<file path="config.mk">
export PLATFORM = sky130hd
export DESIGN_NAME = keypad_scanner
export DESIGN_NICKNAME = d
export VERILOG_FILES = /design/src/rtl/kbd_pkg.sv /design/src/rtl/scan_tick.sv /design/src/rtl/keypad_scanner.sv
export SDC_FILE = /design/constraint.sdc
export NUM_CORES = 1
export LEC_CHECK = 0
export CORE_MARGIN = 4
export CORE_UTILIZATION = 40
export DETAILED_ROUTE_END_ITERATION = 12
export DONT_BUFFER_PORTS = 1
export GPL_TIMING_DRIVEN = 0
export PLACE_DENSITY = 0.52
export SLEW_MARGIN = 25
export SYNTH_ARGS = -nofsm -noshare
export SYNTH_HDL_FRONTEND = slang
export SYNTH_HIERARCHICAL = 1
export SYNTH_SLANG_ARGS = --single-unit
</file>
<file path="constraint.sdc">
create_clock -name clk_s -period 3.8 [get_ports clk_s]
set_input_delay 0.38 -clock clk_s [delete_from_list [all_inputs] [get_ports clk_s]]
set_output_delay 0.38 -clock clk_s [all_outputs]
set_load 0.005 [all_outputs]
</file>
<file path="src/rtl/kbd_pkg.sv">
// Shared types and constants for the matrix-keypad scanner.
package kbd_pkg;

  // Scanner FSM states.
  typedef enum logic [1:0] {
    SCAN,
    DEBOUNCE_P,
    HELD
  } kbd_state_e;

  localparam int unsigned KEY_CODE_W = 4;

  // Column count of the default keypad; also the row stride of key_code.
  localparam int unsigned KBD_COLS = 2;

  // key_code = row * cols + col, truncated to the key_code width.
  function automatic logic [KEY_CODE_W-1:0] key_code_f(input int unsigned row,
                                                       input int unsigned col,
                                                       input int unsigned cols);
    return KEY_CODE_W'(row * cols + col);
  endfunction

endpackage

</file>
<file path="src/rtl/scan_tick.sv">
// Free-running slot counter; strobes on the last cycle of every row slot.
module scan_tick #(
  parameter int unsigned SCAN_DIV = 16
) (
  input  logic clk_s,
  input  logic rst,
  output logic sample_o
);

  localparam int unsigned CntW = (SCAN_DIV > 1) ? $clog2(SCAN_DIV) : 1;
  localparam logic [CntW-1:0] LastCnt = CntW'(SCAN_DIV - 1);

  logic [CntW-1:0] cnt_q, cnt_d;

  // Strobe on the final count and wrap back to zero.
  always_comb begin
    sample_o = (cnt_q == LastCnt);
    cnt_d    = sample_o ? '0 : cnt_q + 1'b1;
  end

  // Counter register with synchronous reset.
  always_ff @(posedge clk_s) begin
    if (rst) begin
      cnt_q <= '0;
    end else begin
      cnt_q <= cnt_d;
    end
  end

endmodule

</file>
<file path="src/rtl/keypad_scanner.sv">
// Matrix-keypad scanner: row drive, column sampling, press/release debounce.
module keypad_scanner import kbd_pkg::*; #(
  parameter int unsigned ROWS     = 5,
  parameter int unsigned COLS     = KBD_COLS,
  parameter int unsigned SCAN_DIV = 16,
  parameter int unsigned DEBOUNCE = 4
) (
  input  logic                  clk_s,
  input  logic                  rst,
  input  logic [COLS-1:0]       K_COL,
  output logic [ROWS-1:0]       K_ROW,
  output logic [KEY_CODE_W-1:0] key_code,
  output logic                  key_valid,
  output logic                  key_held,
  output logic                  key_release
);

  localparam int unsigned RowW = (ROWS > 1) ? $clog2(ROWS) : 1;
  localparam int unsigned ColW = (COLS > 1) ? $clog2(COLS) : 1;
  localparam int unsigned CntW = $clog2(DEBOUNCE + 1);
  localparam logic [CntW-1:0] DebCnt  = CntW'(DEBOUNCE);
  localparam logic [RowW-1:0] LastRow = RowW'(ROWS - 1);

  kbd_state_e            state_q, state_d;
  logic [RowW-1:0]       row_q, row_d;
  logic [ColW-1:0]       col_q, col_d;
  logic [CntW-1:0]       match_cnt_q, match_cnt_d;
  logic [CntW-1:0]       rel_cnt_q, rel_cnt_d;
  logic [KEY_CODE_W-1:0] key_code_q, key_code_d;
  logic                  key_valid_q, key_valid_d;
  logic                  key_held_q, key_held_d;
  logic                  key_release_q, key_release_d;

  logic            sample;
  logic            low_any;
  logic [ColW-1:0] low_col;
  logic [RowW-1:0] row_next;
  logic            cand_low;
  logic            accept;

  scan_tick #(
    .SCAN_DIV (SCAN_DIV)
  ) u_scan_tick (
    .clk_s    (clk_s),
    .rst      (rst),
    .sample_o (sample)
  );

  // Lowest-index closed column wins; higher ones are dropped.
  always_comb begin
    low_any = 1'b0;
    low_col = '0;
    for (int i = int'(COLS) - 1; i >= 0; i--) begin
      if (!K_COL[i]) begin
        low_any = 1'b1;
        low_col = ColW'(i);
      end
    end
    row_next = (row_q == LastRow) ? '0 : row_q + 1'b1;
    cand_low = !K_COL[col_q];
  end

  // Next-state: scanning, press debounce, release debounce; acts only at the sample point.
  always_comb begin
    state_d       = state_q;
    row_d         = row_q;
    col_d         = col_q;
    match_cnt_d   = match_cnt_q;
    rel_cnt_d     = rel_cnt_q;
    key_code_d    = key_code_q;
    key_valid_d   = 1'b0;
    key_held_d    = key_held_q;
    key_release_d = 1'b0;
    accept        = 1'b0;

    unique case (state_q)
      SCAN: begin
        if (sample) begin
          if (low_any) begin
            col_d       = low_col;
            match_cnt_d = CntW'(1);
            state_d     = DEBOUNCE_P;
            accept      = (match_cnt_d == DebCnt);
          end else begin
            row_d = row_next;
          end
        end
      end
      DEBOUNCE_P: begin
        if (sample) begin
          if (cand_low) begin
            match_cnt_d = match_cnt_q + 1'b1;
            accept      = (match_cnt_d == DebCnt);
          end else begin
            state_d = SCAN;
            row_d   = row_next;
          end
        end
      end
      HELD: begin
        if (sample) begin
          if (!cand_low) begin
            rel_cnt_d = rel_cnt_q + 1'b1;
            if (rel_cnt_d == DebCnt) begin
              key_release_d = 1'b1;
              key_held_d    = 1'b0;
              state_d       = SCAN;
              row_d         = row_next;
            end
          end else begin
            // A re-closure restarts the release count.
            rel_cnt_d = '0;
          end
        end
      end
      default: state_d = SCAN;
    endcase

    // Row is frozen while debouncing, so row_q is the candidate row.
    if (accept) begin
      key_code_d  = key_code_f(32'(row_q), 32'(col_d), COLS);
      key_valid_d = 1'b1;
      key_held_d  = 1'b1;
      rel_cnt_d   = '0;
      state_d     = HELD;
    end
  end

  // State and output registers with synchronous reset.
  always_ff @(posedge clk_s) begin
    if (rst) begin
      state_q       <= SCAN;
      row_q         <= '0;
      col_q         <= '0;
      match_cnt_q   <= '0;
      rel_cnt_q     <= '0;
      key_code_q    <= '0;
      key_valid_q   <= 1'b0;
      key_held_q    <= 1'b0;
      key_release_q <= 1'b0;
    end else begin
      state_q       <= state_d;
      row_q         <= row_d;
      col_q         <= col_d;
      match_cnt_q   <= match_cnt_d;
      rel_cnt_q     <= rel_cnt_d;
      key_code_q    <= key_code_d;
      key_valid_q   <= key_valid_d;
      key_held_q    <= key_held_d;
      key_release_q <= key_release_d;
    end
  end

  assign K_ROW       = ~(ROWS'(1) << row_q);
  assign key_code    = key_code_q;
  assign key_valid   = key_valid_q;
  assign key_held    = key_held_q;
  assign key_release = key_release_q;

endmodule

</file>
==> results by group, run 1 <==
Synth
  • Synthesized area per cell: 9.31 um^2
  • Synth Cell Area: 1180 um^2
  • EDFF count, synth: 0
  • Sequential-to-total area share from yosys stat: 38.9%
  • Synth Register Bits: 23
  • Synth Flop Type: dfxtp_1
  • Syn nets: 144
  • Netlist cell types: 41
  • FFs w/ async S/R, synth: 0%
  • Syn Inst Count: 127
  • Ys Warns: 6

Cells and area
  • Commonest non-fill, non-tap cell in the layout: dfxtp_1
  • Layout cells sized above 1: between 9 and 10%
  • Fillers: around 280
  • Layout area overhead: 5.50%
  • Antenna Cells: 0
  • Register area: between 400 and 500 um^2
  • Commonest non-fill, non-tap cells in the layout: 23 x dfxtp_1, 14 x inv_1, 13 x ha_1, 12 x nor2_1, 10 x a21oi_1
  • Layout net count: 149
  • Multi-input logic area: 657 um^2

STA
  • Slew margin rel.: 63.0%
  • Final clock skew: between 0.005 and 0.006 ns
  • Tcrit/Tclk final: 59.4%
  • Clock period minus worst slack: 2.26 ns
  • Final setup margin: 1.54 ns
  • Post-route setup TNS: 0 ns
  • Setup violations, final: 0
  • Peak Freq: 0.443 GHz
  • Slew Limit Fails: 0
  • Hold Vio Cnt, Final: 0
  • RSZ-0062 raised after global routing: no
  • Fin Hold WS: 0.113 ns
  • Worst Max-Slew Pin Slew: roughly 0.55 ns

Clock tree
  • H-Tree Depth: 1
  • Worst-case clock buffer depth: 2
  • Hold buffers post-CTS: 0
  • Post_cts resized: 0
  • Post-CTS Setup Inserts: 0
  • Total CTS buffers: 3
  • CTS tree: built
  • CTS root buf: clkbuf_4
  • CTS clk-pin slew, worst paths: between 0.1 and 0.15 ns
  • Clock Latency Late Sink: 0.31 ns
  • CTS Sinks: 23

Die
  • Chip Height: 62.4 um
  • Initial Utilization: 42.5%
  • DIE WIDTH: 62.4 um
  • Die area: 3890 um^2
  • Top Ports: 16
  • Cell Rows: 19
  • Core area: 2780 um^2

Setup path
  • Cell Chain, Critical Path: ha_1 > and3_4 > buf_2 > nor2b_1 > o32a_2 > or3_4 > mux2_4
  • Sum of buffers and inverters on the critical path: 1
  • Worst stage delay on the critical path: 0.42 ns
  • Startpoint Class: register
  • Slowest cell on the critical path: or3_4
  • Worst-path fanout max: 8
  • RR Startpoint: u_scan_tick/cnt_q[0]
  • Critical path data arrival time: about 2.5 ns
  • Critical path launch point: u_scan_tick/cnt_q[0]
  • CP required: between 4 and 5 ns
  • CP Class: register to register
  • Critical path's top delay family: simple AND/OR/NAND/NOR gates
  • Worst setup EP type: register

Route
  • Drt total wl: 2190 um
  • Via count: 870
  • DR pass1 iterations: 4
  • Number of DRC markers in iteration 0: 12
  • Wire per inst: about 13 um
  • Via density: 5.37
  • DRC viols: 0
  • Post-DRT Antenna Nets: 0

Global route
  • Vias in the first global route: 914
  • Grt ovf: 0
  • First-pass GRT wire length: 3950 um
  • Total Routing Usage GR: 12.4%
  • Largest net degree at the start of global routing: 13
  • Initial antenna violation count: 0

Placement
  • DP HPWL: between 1500 and 2000 um
  • Worst slack, placed: 1.57 ns
  • Routability cong.: roughly 0.7
  • Buffers on Ports: 0

Power and ir drop
  • Cell Pwr Density: between 300 and 400 nW/um^2
  • Peak supply drop: 176 uV
  • Leakage power: 0.498 nW

Hold path
  • Hold Path Class: primary input to register
  • Hold Crit Start: rst

Flow run
  • Max Cap Violations: 0

Status
  • Outcome: complete, no violations
-- metal layers --
metal,GRT usage (%),routed length [um]
met3,3.24,90
met5,0,0
met4,5.57,45
met1,13.9,1050
met2,21.6,998
-- layout make-up --
| type | count | area share [%] |
|---|---|---|
| flip-flops and latches | 23 | 36.9 |
| well taps | 31 | 3.11 |
| multi-input cells | 87 | 52.7 |
| clock buffers | 4 | 2.11 |
| plain buffers | 3 | 1.00 |
| inverters | 14 | 4.21 |
-- synth_stat cells (2+ instances only) --
cell	n	area [um^2]
nor2_1	12	45.0
o21ai_0	4	20.0
ha_1	13	163
o41ai_1	2	17.5
inv_1	14	52.6
nand2_1	7	26.3
nand4_1	2	12.5
nor3_1	3	15.0
nor4_1	2	12.5
mux2i_1	4	40.0
o31ai_1	2	15.0
a21oi_1	10	50.1
dfxtp_1	23	460
o311ai_0	2	17.5
-- where the power goes --
part           leakage, nW  internal (mW)  switching (mW)
Clock               0.0150         0.0410          0.0726
Combinational        0.297        0.00621         0.00898
Sequential           0.186          0.244         0.00252
-- final timing paths --
check,end,slack [ns],depth (start not counted)
max reg2reg,row_q[0],1.54,7
min reg2reg,match_cnt_q[2],0.48,2
max,row_q[0],1.54,7
min,u_scan_tick/cnt_q[1],0.11,1
-- cells by family after synthesis --
kind of cell | count (synthesis) | synth area share [%]
mux | 7 | 7.51
fa+ha+maj | 13 | 13.8
xor+xnor | 2 | 1.48
buf+inv | 17 | 5.50
flops | 23 | 38.9
simple gates | 39 | 18.1
compound gates | 26 | 14.7
-- through the flow --
step                cell area (um^2)  instances  total power, mW  util [%]
floorplan                       1180        127            0.263         -
global placement                1220        158            0.267      43.9
detailed placement              1220        158            0.267      43.9
CTS                             1250        162            0.381      44.8
global route                    1250        162            0.395      44.8
finish                          1250        162            0.375      44.8
-- registers in the layout, summed over array words and instances (netlist names) --
name and cells:
col_q 1, rel_cnt_q 3, key_release 1, state_q 2, key_code 4, match_cnt_q 3, key_held 1, row_q 3
key_valid 1, u_scan_tick/cnt_q 4
No activity file was read; power rests on OpenSTA's default activity.
==> inputs of run 2 (changes only) <==
--- a/config.mk
+++ b/config.mk
@@ -10,7 +10,7 @@
 export DETAILED_ROUTE_END_ITERATION = 12
 export DONT_BUFFER_PORTS = 1
 export GPL_TIMING_DRIVEN = 0
-export PLACE_DENSITY = 0.52
+export PLACE_DENSITY = 0.54
 export SLEW_MARGIN = 25
 export SYNTH_ARGS = -nofsm -noshare
 export SYNTH_HDL_FRONTEND = slang
==> constraint.sdc (replaced) <==
create_clock -name clk_s -period 2.05 [get_ports clk_s]
set_input_delay 0.205 -clock clk_s [delete_from_list [all_inputs] [get_ports clk_s]]
set_output_delay 0.205 -clock clk_s [all_outputs]
set_load 0.005 [all_outputs]
==> results by group, run 2 (same netlist as run 1, synthesis figures left out) <==
Status
  • Outcome: complete, no violations

Setup path
  • Critical path data arrival time: 2.20 ns
  • Slowest cell on the critical path: or3_4
  • CP required: 2.27 ns
  • Startpoint Class: register
  • Critical path's top delay family: simple AND/OR/NAND/NOR gates
  • Worst setup EP type: register
  • CP Class: register to register
  • Cell Chain, Critical Path: ha_4 > and3_4 > buf_6 > nor2b_1 > o32a_2 > or3_4 > mux2_4
  • Sum of buffers and inverters on the critical path: 1
  • Worst stage delay on the critical path: 0.39 ns
  • Worst-path fanout max: 8

Cells and area
  • Layout cells sized above 1: between 10% and 20%
  • Layout area overhead: 10.9%
  • Commonest non-fill, non-tap cell in the layout: dfxtp_1
  • Final Instance Count excl. Fillers: 167
  • Commonest non-fill, non-tap cells in the layout: 19 x dfxtp_1, 14 x inv_1, 12 x nor2_1, 12 x ha_1, 10 x a21oi_1
  • Fillers: 260
  • Layout net count: 154
  • Antenna Cells: 0

STA
  • Worst Max-Slew Pin Slew: 0.461 ns
  • Clock period minus worst slack: 1.98 ns
  • Hold Vio Cnt, Final: 0
  • Tcrit/Tclk final: a little over nine tenths
  • Slew margin rel.: between 60 and 70%
  • Final setup margin: 0.0668 ns
  • Fin Hold WS: 0.116 ns
  • RSZ-0062 raised after global routing: no
  • Setup violations, final: 0
  • Slew Limit Fails: 0
  • Peak Freq: 0.504 GHz
  • Post-route setup TNS: 0 ns
  • Final clock skew: 0.00558 ns

Die
  • Die area: 3890 um^2
  • Initial Utilization: 42.5%
  • Core area: between 2000 and 3000 um^2
  • Cell Rows: 19
  • Top Ports: 16
  • Chip Height: 62.4 um
  • DIE WIDTH: 62.4 um

Clock tree
  • CTS root buf: clkbuf_4
  • Worst-case clock buffer depth: 2
  • CTS Sinks: 23
  • CTS clk-pin slew, worst paths: 0.13 ns
  • H-Tree Depth: 1
  • CTS tree: built
  • Clock Latency Late Sink: roughly 0.31 ns
  • Total CTS buffers: 3

Route
  • DRC viols: 0
  • WL met1: ~1100 um
  • Number of DRC markers in iteration 0: 31
  • Metal2 WL: 1060 um
  • Wire per inst: 13.5 um
  • Top sig layer: met4
  • Post-DRT Antenna Nets: 0
  • Via count: just over 900
  • Via density: 5.47
  • DR pass1 iterations: 4
  • Met3 WL post-DR: about 63 um
  • Drt total wl: 2250 um

Power and ir drop
  • Clk network pwr share: approximately 30%
  • Leakage power: 0.524 nW
  • Net switching fraction of the power: 23.0%
  • Cell Pwr Density: 542 nW/um^2
  • Switching pwr: 0.163 mW
  • Peak supply drop: just over 300 uV
  • Logic pwr share: between 5 and 6%
  • Sequential Power Share: 64.5%
  • PnR Total Power: 0.710 mW
  • Int Power: ~0.55 mW

Placement
  • Routability cong.: 0.794
  • Worst slack, placed: -0.100 ns
  • DP HPWL: 1630 um
  • Buffers on Ports: 0
  • Number of instances in the placed design: about 160

Global route
  • Total Routing Usage GR: 12.2%
  • Initial antenna violation count: 0
  • Grt ovf: 0
  • First-pass GRT wire length: 3950 um
  • Vias in the first global route: 881
  • Largest net degree at the start of global routing: 13

Hold path
  • Hold Path Class: primary input to register

Flow run
  • Max Cap Violations: 0
[run 2: cell count changes in the layout (fill, tap and decap cells not counted), sizes merged]
cell / before / now
buf: 2 / 6
dlygate4sd3: 0 / 1
[run 2: per-stage QoR]
step	utilization (%)	cell area (um^2)
2_1_floorplan	-	1190
3_3_place_gp	44.3	1230
3_5_place_dp	44.3	1230
4_1_cts	46.8	1300
5_1_grt	47.1	1310
6_report	47.1	1310
[run 2: layout make-up]
cell class,count,area (um^2),area share [%]
Buffer,3,18.8,1.43
Clock buffer,4,26.3,2.00
Inverter,14,52.6,4.01
Multi-Input combinational cell,87,669,51.0
Sequential cell,23,465,35.5
Tap cell,31,38.8,2.96
Timing Repair Buffer,5,40.0,3.05
[run 2: what timing repair did]
item | 4_1_cts | 5_1_grt
gates resized for setup | 1 | 4
hold buffers | 1 | 0
endpoints found under the hold margin | 4 | 0
pin swaps | 1 | 0
setup buffers | 3 | 1
setup endpoints to repair | 3 | 3
[run 2: power groups by stage]
stage	Clock [mW]	Sequential, mW	Combinational (mW)
after detailed placement	0	0.468	0.0291
after CTS	0.222	0.458	0.0389
after global routing	0.246	0.459	0.0442
final	0.213	0.458	0.0388
after floorplan	0	0.466	0.0228
after global placement	0	0.467	0.0287
[run 2: per-layer routing]
layer  GRT usage, %  vias up
met5              0        -
met2           20.6       12
li1               -      463
met1           14.8      433
met3           2.70        5
met4           4.77        0
[run 2: final timing paths]
check,startpoint,to,slack (ns),cells past startpoint
worst max-delay path,u_scan_tick/cnt_q[1],row_q[0],0.07,7
worst min register to register,match_cnt_q[1],match_cnt_q[1],0.49,2
worst max register to register,u_scan_tick/cnt_q[1],row_q[0],0.07,7
worst min-delay path,K_COL[0],col_q,0.12,2
[run 2: worst register-to-register path, delay by kind of cell, from the launching register on]
| kind | cells | cell delay (ns) |
|---|---|---|
| AOI/OAI and AO/OA | 1 | 0.33 |
| buffers and inverters | 1 | 0.12 |
| and+or+nand+nor | 3 | 0.62 |
| muxes | 1 | 0.30 |
| DFF | 1 | 0.38 |
| adders and majority gates | 1 | 0.15 |
==> inputs of run 3 (changes only) <==
--- a/config.mk
+++ b/config.mk
@@ -9,8 +9,8 @@
 export CORE_UTILIZATION = 40
 export DETAILED_ROUTE_END_ITERATION = 12
 export DONT_BUFFER_PORTS = 1
-export GPL_TIMING_DRIVEN = 0
 export PLACE_DENSITY = 0.54
+export RECOVER_POWER = 50
 export SLEW_MARGIN = 25
 export SYNTH_ARGS = -nofsm -noshare
 export SYNTH_HDL_FRONTEND = slang
==> results by group, run 3 (same netlist as run 1, synthesis figures left out) <==
Hold path
  • Hold Path Class: primary input to register

Placement
  • Routability cong.: 0.782
  • DP HPWL: approximately 1600 um
  • Buffers on Ports: 0

STA
  • Setup violations, final: 0
  • Final clock skew: 0.00683 ns
  • Peak Freq: around 0.5 GHz
  • Post-route setup TNS: 0 ns
  • Fin Hold WS: approximately 0.12 ns
  • Clock period minus worst slack: 1.95 ns
  • Tcrit/Tclk final: 95.1%
  • Slew margin rel.: 56.9%
  • Slew Limit Fails: 0
  • Hold Vio Cnt, Final: 0
  • Worst Max-Slew Pin Slew: 0.644 ns
  • RSZ-0062 raised after global routing: no

Clock tree
  • H-Tree Depth: 1
  • Clock Latency Late Sink: around 0.31 ns
  • Hold buffers post-CTS: 1
  • CTS clk-pin slew, worst paths: 0.13 ns
  • Post_cts resized: 0
  • CTS tree: built
  • CTS Sinks: 23
  • Post-CTS Setup Inserts: 0
  • Worst-case clock buffer depth: 2
  • CTS root buf: clkbuf_4
  • Total CTS buffers: 3

Route
  • DRC viols: 0
  • Via density: between 5 and 6
  • DR pass1 iterations: 4
  • Via count: 896
  • Wire per inst: 13.2 um
  • Drt total wl: 2180 um
  • Number of DRC markers in iteration 0: 15
  • Post-DRT Antenna Nets: 0

Setup path
  • Worst stage delay on the critical path: 0.39 ns
  • Worst-path fanout max: 4
  • Critical path data arrival time: approximately 2.2 ns
  • Startpoint Class: register
  • Slowest cell on the critical path: or3_4
  • Worst setup EP type: register
  • Cell Chain, Critical Path: ha_2 > and3_4 > nor2b_1 > o32a_2 > or3_4 > mux2_4
  • CP required: around 2.3 ns
  • CP Class: register to register

Global route
  • Vias in the first global route: 873
  • Total Routing Usage GR: 11.7%
  • First-pass GRT wire length: 3800 um
  • Largest net degree at the start of global routing: 19
  • Initial antenna violation count: 0
  • Grt ovf: 0

Die
  • Top Ports: 16
  • Chip Height: 62.4 um
  • Core area: 2780 um^2
  • Initial Utilization: 42.5%
  • Die area: 3890 um^2
  • Cell Rows: 19
  • DIE WIDTH: slightly above 60 um

Power and ir drop
  • Peak supply drop: 438 uV
  • Leakage power: 0.510 nW
  • Cell Pwr Density: ~550 nW/um^2

Cells and area
  • Layout area overhead: 8.15%
  • Antenna Cells: 0
  • Layout net count: between 150 and 200
  • Commonest non-fill, non-tap cell in the layout: dfxtp_1
  • Commonest non-fill, non-tap cells in the layout: 21 x dfxtp_1, 14 x inv_1, 12 x nor2_1, 12 x ha_1, 10 x a21oi_1
  • Layout cells sized above 1: 13.4%

Status
  • Outcome: complete, no violations

Flow run
  • Max Cap Violations: 0
## run 3: cell types whose count changed in the layout (fill, tap and decap cells not counted)
cell      change
a21boi_0      +1
a21boi_1      -1
buf_1         -1
buf_6         -1
dfxtp_1       +2
dfxtp_2       -2
ha_2          +1
ha_4          -1
nor3b_1       +1
nor3b_2       -1
o311ai_0      +1
o311ai_1      -1
## run 3: final cells by class
type,count,area [um^2]
tap,31,38.8
fill,271,1500
sequential,23,463
inverter,14,52.6
clock buffer,4,26.3
multi-input combinational,87,654
timing repair buffer,6,43.8
## run 3: stage by stage
| step | area (um^2) | setup WS, ns | instances | util [%] | total power, mW |
|---|---|---|---|---|---|
| floorplan | 1190 | 0.00419 | 127 | - | 0.489 |
| global placement | 1250 | 0.144 | 160 | 45.0 | 0.489 |
| detailed placement | 1250 | 0.123 | 160 | 45.0 | 0.490 |
| CTS | 1290 | 0.107 | 165 | 46.3 | 0.711 |
| global route | 1280 | 0.0139 | 165 | 46.0 | 0.725 |
| finish | 1280 | 0.101 | 165 | 46.0 | 0.697 |
## run 3: power breakdown
group	switching, mW	internal, mW	leakage [nW]
Clock	0.135	0.0760	0.0150
Combinational	0.0167	0.0119	0.309
Sequential	0.00501	0.453	0.186
Total	0.156	0.541	0.510
## run 3: critical path: cells and delay by family (launching register included)
family / cells / cell delay [ns]
and+or+nand+nor: 3 / 0.61
AOI/OAI and AO/OA: 1 / 0.38
adders and majority gates: 1 / 0.21
muxes: 1 / 0.30
DFF: 1 / 0.37
## run 3: worst paths after layout
path                            depth (start not counted)  slack [ns]                   end                  from
worst min-delay path                                    3        0.12              row_q[2]                   rst
worst max register to register                          6        0.10              row_q[0]  u_scan_tick/cnt_q[0]
worst min register to register                          1        0.45  u_scan_tick/cnt_q[0]  u_scan_tick/cnt_q[0]
worst max-delay path                                    6        0.10              row_q[0]  u_scan_tick/cnt_q[0]
## run 3: layer usage
metal | vias up | track usage (%) | routed length [um]
met5 | - | 0 | 0
met4 | 0 | 2.39 | 14
met3 | 2 | 4.14 | 82
met2 | 13 | 21.1 | 1100
met1 | 419 | 13.1 | 987
li1 | 462 | - | -
